### src/rtl/mux8_rr_arbiter.sv
// ----------------------------------------------------------------------------
// mux8_rr_arbiter
//
// Round-robin arbiter that shares one 8:1 multiplexer (mux8a1) among eight
// requesters. One requester owns the mux at a time. The arbiter drives the
// mux select code for the owner's data input, and a one-hot grant vector
// tells the requesters which of them currently owns the mux output.
//
// A grant is held until the owner pulses done or drops its request. There is
// always at least one idle cycle between two grants (break-before-make).
//
// Optional feature, selected by macro MUX8_ARB_TIMEOUT_EN:
//   When defined, a hold counter revokes a grant after HOLD_MAX cycles and
//   pulses `expired` in the first cycle after the revoke.
//   When undefined, no counter is built and `expired` is tied low.
//
// Parameters:
//   HOLD_MAX  maximum grant length in cycles when the timeout is built (2..255)
//
// Ports:
//   clk      in   1  clock, rising edge
//   rst      in   1  asynchronous, active-high reset
//   req      in   8  request vector; req[i] owns mux data input i
//   done     in   1  release pulse from the current owner (GRANT only)
//   gnt      out  8  one-hot grant vector, or all zeros
//   sel      out  3  binary mux select of the current or last owner
//   busy     out  1  high while a grant is active
//   expired  out  1  one-cycle pulse after a timeout revoke
// ----------------------------------------------------------------------------
module mux8_rr_arbiter #(
    parameter int unsigned HOLD_MAX = 16
) (
    input  logic       clk,
    input  logic       rst,
    input  logic [7:0] req,
    input  logic       done,
    output logic [7:0] gnt,
    output logic [2:0] sel,
    output logic       busy,
    output logic       expired
);

    typedef enum logic {
        IDLE  = 1'b0,
        GRANT = 1'b1
    } state_t;

    state_t      state_q;
    logic [2:0]  last_q;
    logic [7:0]  gnt_q;
    logic [2:0]  sel_q;
    logic        busy_q;

`ifdef MUX8_ARB_TIMEOUT_EN
    logic [7:0]  hold_q;
    logic        expired_q;
`endif

    // Combinational next-winner search and release decision.
    logic        found_d;
    logic [2:0]  win_d;
    logic [2:0]  idx_d;
    logic        timeout_d;
    logic        release_d;
    logic        expire_d;

    // Search last+1, last+2, ... wrapping modulo 8. The 3-bit add gives the
    // wrap for free; k=8 lands back on last itself, so a lone previous owner
    // is still found.
    always_comb begin
        found_d = 1'b0;
        win_d   = 3'd0;
        idx_d   = 3'd0;
        for (int k = 1; k <= 8; k++) begin
            idx_d = last_q + 3'(k);
            if (!found_d && req[idx_d]) begin
                found_d = 1'b1;
                win_d   = idx_d;
            end
        end
    end

`ifdef MUX8_ARB_TIMEOUT_EN
    // hold_q counts completed GRANT cycles, so it reads HOLD_MAX-1 during the
    // HOLD_MAX-th cycle of the grant; the revoke happens on that cycle's edge.
    assign timeout_d = (hold_q == 8'(HOLD_MAX - 1));
`else
    assign timeout_d = 1'b0;
`endif

    // sel_q holds the owner index throughout GRANT.
    assign release_d = done || !req[sel_q] || timeout_d;

    // Only a revoke caused purely by the timeout is reported; a coincident
    // done or request drop is treated as a normal release.
    assign expire_d  = timeout_d && !done && req[sel_q];

    always_ff @(posedge clk or posedge rst) begin
        if (rst) begin
            state_q   <= IDLE;
            last_q    <= 3'd7;
            gnt_q     <= 8'h00;
            sel_q     <= 3'd0;
            busy_q    <= 1'b0;
`ifdef MUX8_ARB_TIMEOUT_EN
            hold_q    <= 8'd0;
            expired_q <= 1'b0;
`endif
        end else begin
`ifdef MUX8_ARB_TIMEOUT_EN
            expired_q <= 1'b0;
`endif
            case (state_q)
                IDLE: begin
                    if (found_d) begin
                        gnt_q   <= 8'b1 << win_d;
                        sel_q   <= win_d;
                        busy_q  <= 1'b1;
                        state_q <= GRANT;
`ifdef MUX8_ARB_TIMEOUT_EN
                        hold_q  <= 8'd0;
`endif
                    end
                end
                GRANT: begin
                    if (release_d) begin
                        // sel_q is deliberately left on the old owner.
                        gnt_q     <= 8'h00;
                        busy_q    <= 1'b0;
                        last_q    <= sel_q;
                        state_q   <= IDLE;
`ifdef MUX8_ARB_TIMEOUT_EN
                        expired_q <= expire_d;
`endif
                    end else begin
`ifdef MUX8_ARB_TIMEOUT_EN
                        hold_q    <= hold_q + 8'd1;
`endif
                    end
                end
                default: begin
                    state_q <= IDLE;
                end
            endcase
        end
    end

    assign gnt  = gnt_q;
    assign sel  = sel_q;
    assign busy = busy_q;

`ifdef MUX8_ARB_TIMEOUT_EN
    assign expired = expired_q;
`else
    assign expired = 1'b0;
    logic unused_expire;
    assign unused_expire = expire_d;
`endif

`ifndef SYNTHESIS
    // Structural invariants of the grant outputs.
    a_onehot : assert property (@(posedge clk) disable iff (rst) $onehot0(gnt));
    a_busy   : assert property (@(posedge clk) disable iff (rst) busy == (|gnt));
    a_sel    : assert property (@(posedge clk) disable iff (rst)
                                (gnt == 8'h00) || (gnt == (8'b1 << sel)));
    a_hold   : assert property (@(posedge clk) (HOLD_MAX >= 2) && (HOLD_MAX <= 255));
`endif

endmodule

### config.mk
export PLATFORM = sky130hd
export DESIGN_NAME = mux8_rr_arbiter
export DESIGN_NICKNAME = d
export VERILOG_FILES = /design/src/rtl/mux8_rr_arbiter.sv
export SDC_FILE = /design/constraint.sdc
export NUM_CORES = 1
export LEC_CHECK = 0
export ABC_AREA = 1
export BUFFER_PORTS_ARGS = -buffer_cell sky130_fd_sc_hd__buf_2
export CORE_MARGIN = 8
export CORE_UTILIZATION = 50
export CTS_BUF_LIST = sky130_fd_sc_hd__clkbuf_2 sky130_fd_sc_hd__clkbuf_4 sky130_fd_sc_hd__clkbuf_8
export DETAILED_ROUTE_END_ITERATION = 7
export PLACE_DENSITY = 0.8
export SLEW_MARGIN = 10
export SYNTH_ARGS = -nofsm -noshare
export SYNTH_HDL_FRONTEND = slang
export SYNTH_SLANG_ARGS = --single-unit
### constraint.sdc
create_clock -name clk -period 3.4 [get_ports clk]
set_clock_uncertainty 0.1 [all_clocks]
set_input_delay 0.34 -clock clk [delete_from_list [all_inputs] [get_ports clk]]
set_output_delay 0.34 -clock clk [all_outputs]
set_load 0.02 [all_outputs]
=== After elaboration in Yosys (flattened, before gate mapping) ===
Cells that the tools add are included.
Widths: inputs -> output; s select.

* Register bits after elaboration: 16
* Logic and storage cells: 87
* Output and inout bits: 13

* Eq/ne operators: 2
* Magnitude comparators: 9
* Muxes and demuxes: 43
* Shifts and indexed selects: 1
* Add/subtract/negate cells: 7
* Bitwise logic cells: 1
* Reductions and logical operators: 19

{| class="wikitable"
|+ Operators with widths
! operator !! number
|-
| $lt 3x4->1 const B || 9
|-
| $bmux 1 s3 || 9
|-
| $mux 3 || 8
|-
| $mux 1 || 21
|-
| $mux 8 || 2
|-
| $pmux 8 s2 || 1
|-
| $add 3x3->3 const B || 4
|-
| $logic_not 1->1 || 8
|-
| $shl 1x3->8 const A || 1
|-
| $logic_and 1x1->1 || 7
|-
| $add 3x2->3 const B || 2
|-
| $reduce_and 2->1 || 3
|-
| $pmux 1 s2 || 2
|-
| $add 3x1->3 const B || 1
|-
| $ne 2x1->1 const B || 1
|-
| $ne 2x2->1 const B || 1
|-
| $logic_or 1x1->1 || 1
|-
| $not 1->1 || 1
|}

=== Logic depth before layout (Yosys ltp) ===
* Word-level depth: 28
* Depth in mapped cells: 20
* Depth with buffers taken out: 19

=== Worst setup path before layout ===
OpenSTA, ideal clock, no wires.

* Kind: register to register
* From: reg last_q[0]
* To: reg gnt_q[4] (netlist: gnt[4])
* Clock period less this slack: 2482 ps
* Required time: 3184 ps
* Setup time: 116 ps
* Arrival time: 2266 ps
* Cell stages (with the launch flop): 18
* Path buffers: 1
* Slack: 918 ps
* Path through: dfstp_2 inv_2 ha_1 buf_2 inv_1 nand3_1 nand3_2 nand2_4 nor2_4 nand4_4 nor2_4 nand3_1 nand2_2 inv_2 nand2_2 inv_2 nand2_1 nand2_1

* Longest elaborated chain between the ends: 28
* Elaborated cells between the ends (all ways): 58

{| class="wikitable"
|+ RTL lines
! item !! line !! text
|-
| from (decl) || 49 || <nowiki>logic [2:0] last_q;</nowiki>
|-
| from (signal assigned) || 130 || <nowiki>last_q <= sel_q;</nowiki>
|-
| $add 3x1->3 || 75 || <nowiki>idx_d = last_q + 3'(k);</nowiki>
|-
| $bmux 1 s3 || 76 || <nowiki>if (!found_d && req[idx_d]) begin</nowiki>
|-
| $mux 1 (implied by the code) || 76 ||
|-
| $mux 1 || 76 ||
|-
| $logic_not 1->1 || 76 ||
|-
| $logic_and 1x1->1 || 76 ||
|-
| $mux 1 || 76 ||
|-
| $logic_not 1->1 || 76 ||
|-
| (+12 left out) || n/a ||
|-
| $logic_and 1x1->1 || 76 ||
|-
| $mux 1 || 76 ||
|-
| $logic_not 1->1 || 76 ||
|-
| $logic_and 1x1->1 || 76 ||
|-
| $mux 3 || 76 ||
|-
| $shl 1x3->8 || 116 || <nowiki>gnt_q <= 8'b1 << win_d;</nowiki>
|-
| $mux 8 || 115 || <nowiki>if (found_d) begin</nowiki>
|-
| $pmux 8 s2 || 113 || <nowiki>case (state_q)</nowiki>
|-
| to (signal assigned) || 116 ||
|-
| to (decl) || 50 || <nowiki>logic [7:0] gnt_q;</nowiki>
|}

Several ways; a longest one is shown, not always the timed one. The select of a mux whose other input is x is not followed.
A chain may end at the register's enable or synchronous reset.

=== Final worst setup path ===
* From: reg last_q[1]
* To: reg gnt_q[4] (netlist: gnt[4])

Same word-level chain as after synthesis.

==> flow_summary_export.csv <==
group,metric,value,unit
status,status,"completed",
timing,tns,0,ps
timing,min_period,2760,ps
synthesis,syn_inst,229,
global_routing,grt_pass1_wl,6.28,mm
routing,drc_errors,0,
global_routing,use_met3,1.84,%
setup_path,slowest_stage,"dfstp_2",
global_routing,use_met1,18.9,%
setup_path,critPathRequiredTime,3490,ps
clock_tree,cts_tree,"yes",
synthesis,synth.distinct_cells,29,
setup_path,worst_setup_path_start_kind,"flop",
floorplan,chipWidth,70.6,um
clock_tree,cts_buffer_depth,2,
timing,max_freq,362,MHz
setup_path,path_cells,"inv_1 -> ha_1 -> inv_1 -> nand3_1 -> nand3_2 -> nand2_4 -> nor2_4 -> nand4_4 -> nor2_4 -> nand3_1 -> nand2_2 -> inv_2 -> nand2_2 -> inv_2 -> nand2_1 -> nand2_1",
setup_path,critPathCaptureType,"flop",
clock_tree,cts_buffers,3,
synthesis,ys_seq_elements,16,
final_layout,antenna_cells,0,
global_routing,track_usage,15.1,%
timing,hold_slack,2.58,ps
timing,relSlewSlack,58.7,%
global_routing,grt_max_degree,17,
synthesis,synth_top_area_cell,"dfrtp_1",
final_layout,fillers,304,
hold_path,worstHoldPathType,"in -> async",
floorplan,core,2950,sq um
routing,dr.first_iter.drc_count,117,
setup_path,rrSetupSlack,640,ps
synthesis,syn_nets,242,
synthesis,ys_seq_area_share,27.1,%
placed_design,portBuffers,22,
synthesis,syn_area,1490,sq um
floorplan,io_pins,24,
global_routing,gr-total-overflow,0,
final_layout,layout-drive-gt1-share,25.0,%
clock_tree,cts_root_buf,"clkbuf_4",
placed_design,place_congestion,1.03,
job,drv_cap,0,
clock_tree,cts_resized,0,
timing,finalMaxSlewViolations,0,
routing,finalWirelength,3.65,mm
timing,hold_violations,0,
clock_tree,h-tree-depth,1,
synthesis,synth_area_leaders,"dfrtp_1 (22%), nand2_1 (19%), nand3_1 (10%)",
floorplan,num_rows,20,
routing,viasPerCell,5.26,
setup_path,crit_type,"reg -> reg",
clock_tree,cts.clk_slew.worst_paths,100,ps
setup_path,crit_path_max_fanout,8,
clock_tree,insertion_delay,300,ps
clock_tree,hold_buffers,0,
placed_design,hpwl,3.00,mm
clock_tree,post_cts_buffers,0,
timing,worst_slew_pin_slew,618,ps
floorplan,die_y,70.6,um
setup_path,cp.arrival,2860,ps
timing,setup_viol,0,
routing,routed-via-count,1499,
clock_tree,cts.sinks,16,
global_routing,top_usage_layer,"met2",
setup_path,cpPeakStageDelay,540,ps
global_routing,use_met2,25.5,%
floorplan,initial_core_util,50.5,%
synthesis,yosysTopAreaCellShare,21.8,%
routing,wl_per_cell,12.8,um
global_routing,grt_pass1_vias,1444,
final_layout,fin_nets,266,
synthesis,yosysWarningCount,0,
timing,final.period_utilization,81.2,%
routing,drtPass1Iterations,4,
timing,rsz0062_at_grt,"false",
routing,drtAntennaViolNets,0,
synthesis,synth_area_per_cell,6.51,sq um
final_layout,syn2layout_area_growth,11.0,%
floorplan,die-area,4980,sq um
global_routing,antenna_found_initial,0,
Yosys cell counts:
master and n:
conb_1 1, nand2_2 4, nand4_1 4, xnor2_2 1, dfrtp_1 13, nor2_4 2
buf_6 1, nand2_4 2, xor2_2 2, clkinv_1 1, inv_2 10, nor2_2 2
o21ai_2 2, nand3b_1 1, o21ai_0 15, a21oi_1 1, nand2_1 75, ha_1 2
nand3_2 5, buf_2 1, inv_1 20, o21bai_1 5, nand4_4 1, nand3_1 31
nor3_2 1, o221ai_1 2, buf_4 3, dfstp_2 3, nor2_1 18
registers in the layout, indices dropped and copies added (netlist names):
register	cells
gnt	8
last_q	3
sel	3
busy	1
state_q	1
placed cells by master, fill, tap and decap left out, drive strengths merged:
cell and n:
nand4 5, buf 24, ha 2, o21bai 5, xor2 2, nor2 22
nor3 1, nand3b 1, xnor2 1, clkbuf 4, conb 1, dfrtp 13
nand3 36, clkinv 1, o21ai 17, nand2 81, inv 30, dfstp 3
o221ai 2, a21oi 1
critical path: cells and delay by family (launching register included):
family,cells,cell delay [ps]
DFF,1,540
adders and majority gates,1,410
and+or+nand+nor,11,1190
buffers and inverters,4,420
final timing paths:
path	from	cells after the start	end
worst max-delay path	last_q[1]	16	gnt[4]
worst min-delay path	rst	2	busy
worst max register to register	last_q[1]	16	gnt[4]
worst min register to register	busy	2	busy
max in group asynchronous	rst	2	gnt[1]
min in group clk	done	3	state_q
per-layer routing:
layer | wire length [um] | vias to the layer above
met3 | 123 | 4
met4 | 31 | 0
li1 | - | 777
met1 | 1710 | 686
met2 | 1780 | 32
met5 | 0 | -
per-stage QoR:
stage	cells	utilization, %	instance area (sq um)	setup slack [ps]
final	285	56.0	1650	638
after CTS	285	56.0	1650	643
after global routing	285	56.0	1650	409
after floorplan	229	-	1490	918
after detailed placement	281	54.8	1620	664
after global placement	281	54.8	1620	694
kinds of logic (layout without fill, tap and decap cells):
logic type,count (synthesis),after routing,share of synthesized area [%]
simple gates,146,146,47.0
buf+inv,36,59,10.4
flops,16,16,27.1
compound gates,25,25,10.2
other cells,1,1,0.252
xor+xnor,3,3,3.27
fa+ha+maj,2,2,1.68
final cells by class:
type / count / area [sq um] / share of cell area [%]
inverter: 31 / 116 / 7.03
multi-input combinational: 177 / 931 / 56.3
clock buffer: 4 / 36.3 / 2.19
sequential: 16 / 404 / 24.4
tap: 33 / 41.3 / 2.50
timing repair buffer: 24 / 125 / 7.56
Power is not shown: default switching activity piles up to over one toggle a cycle in this logic, so the estimate is an artifact.
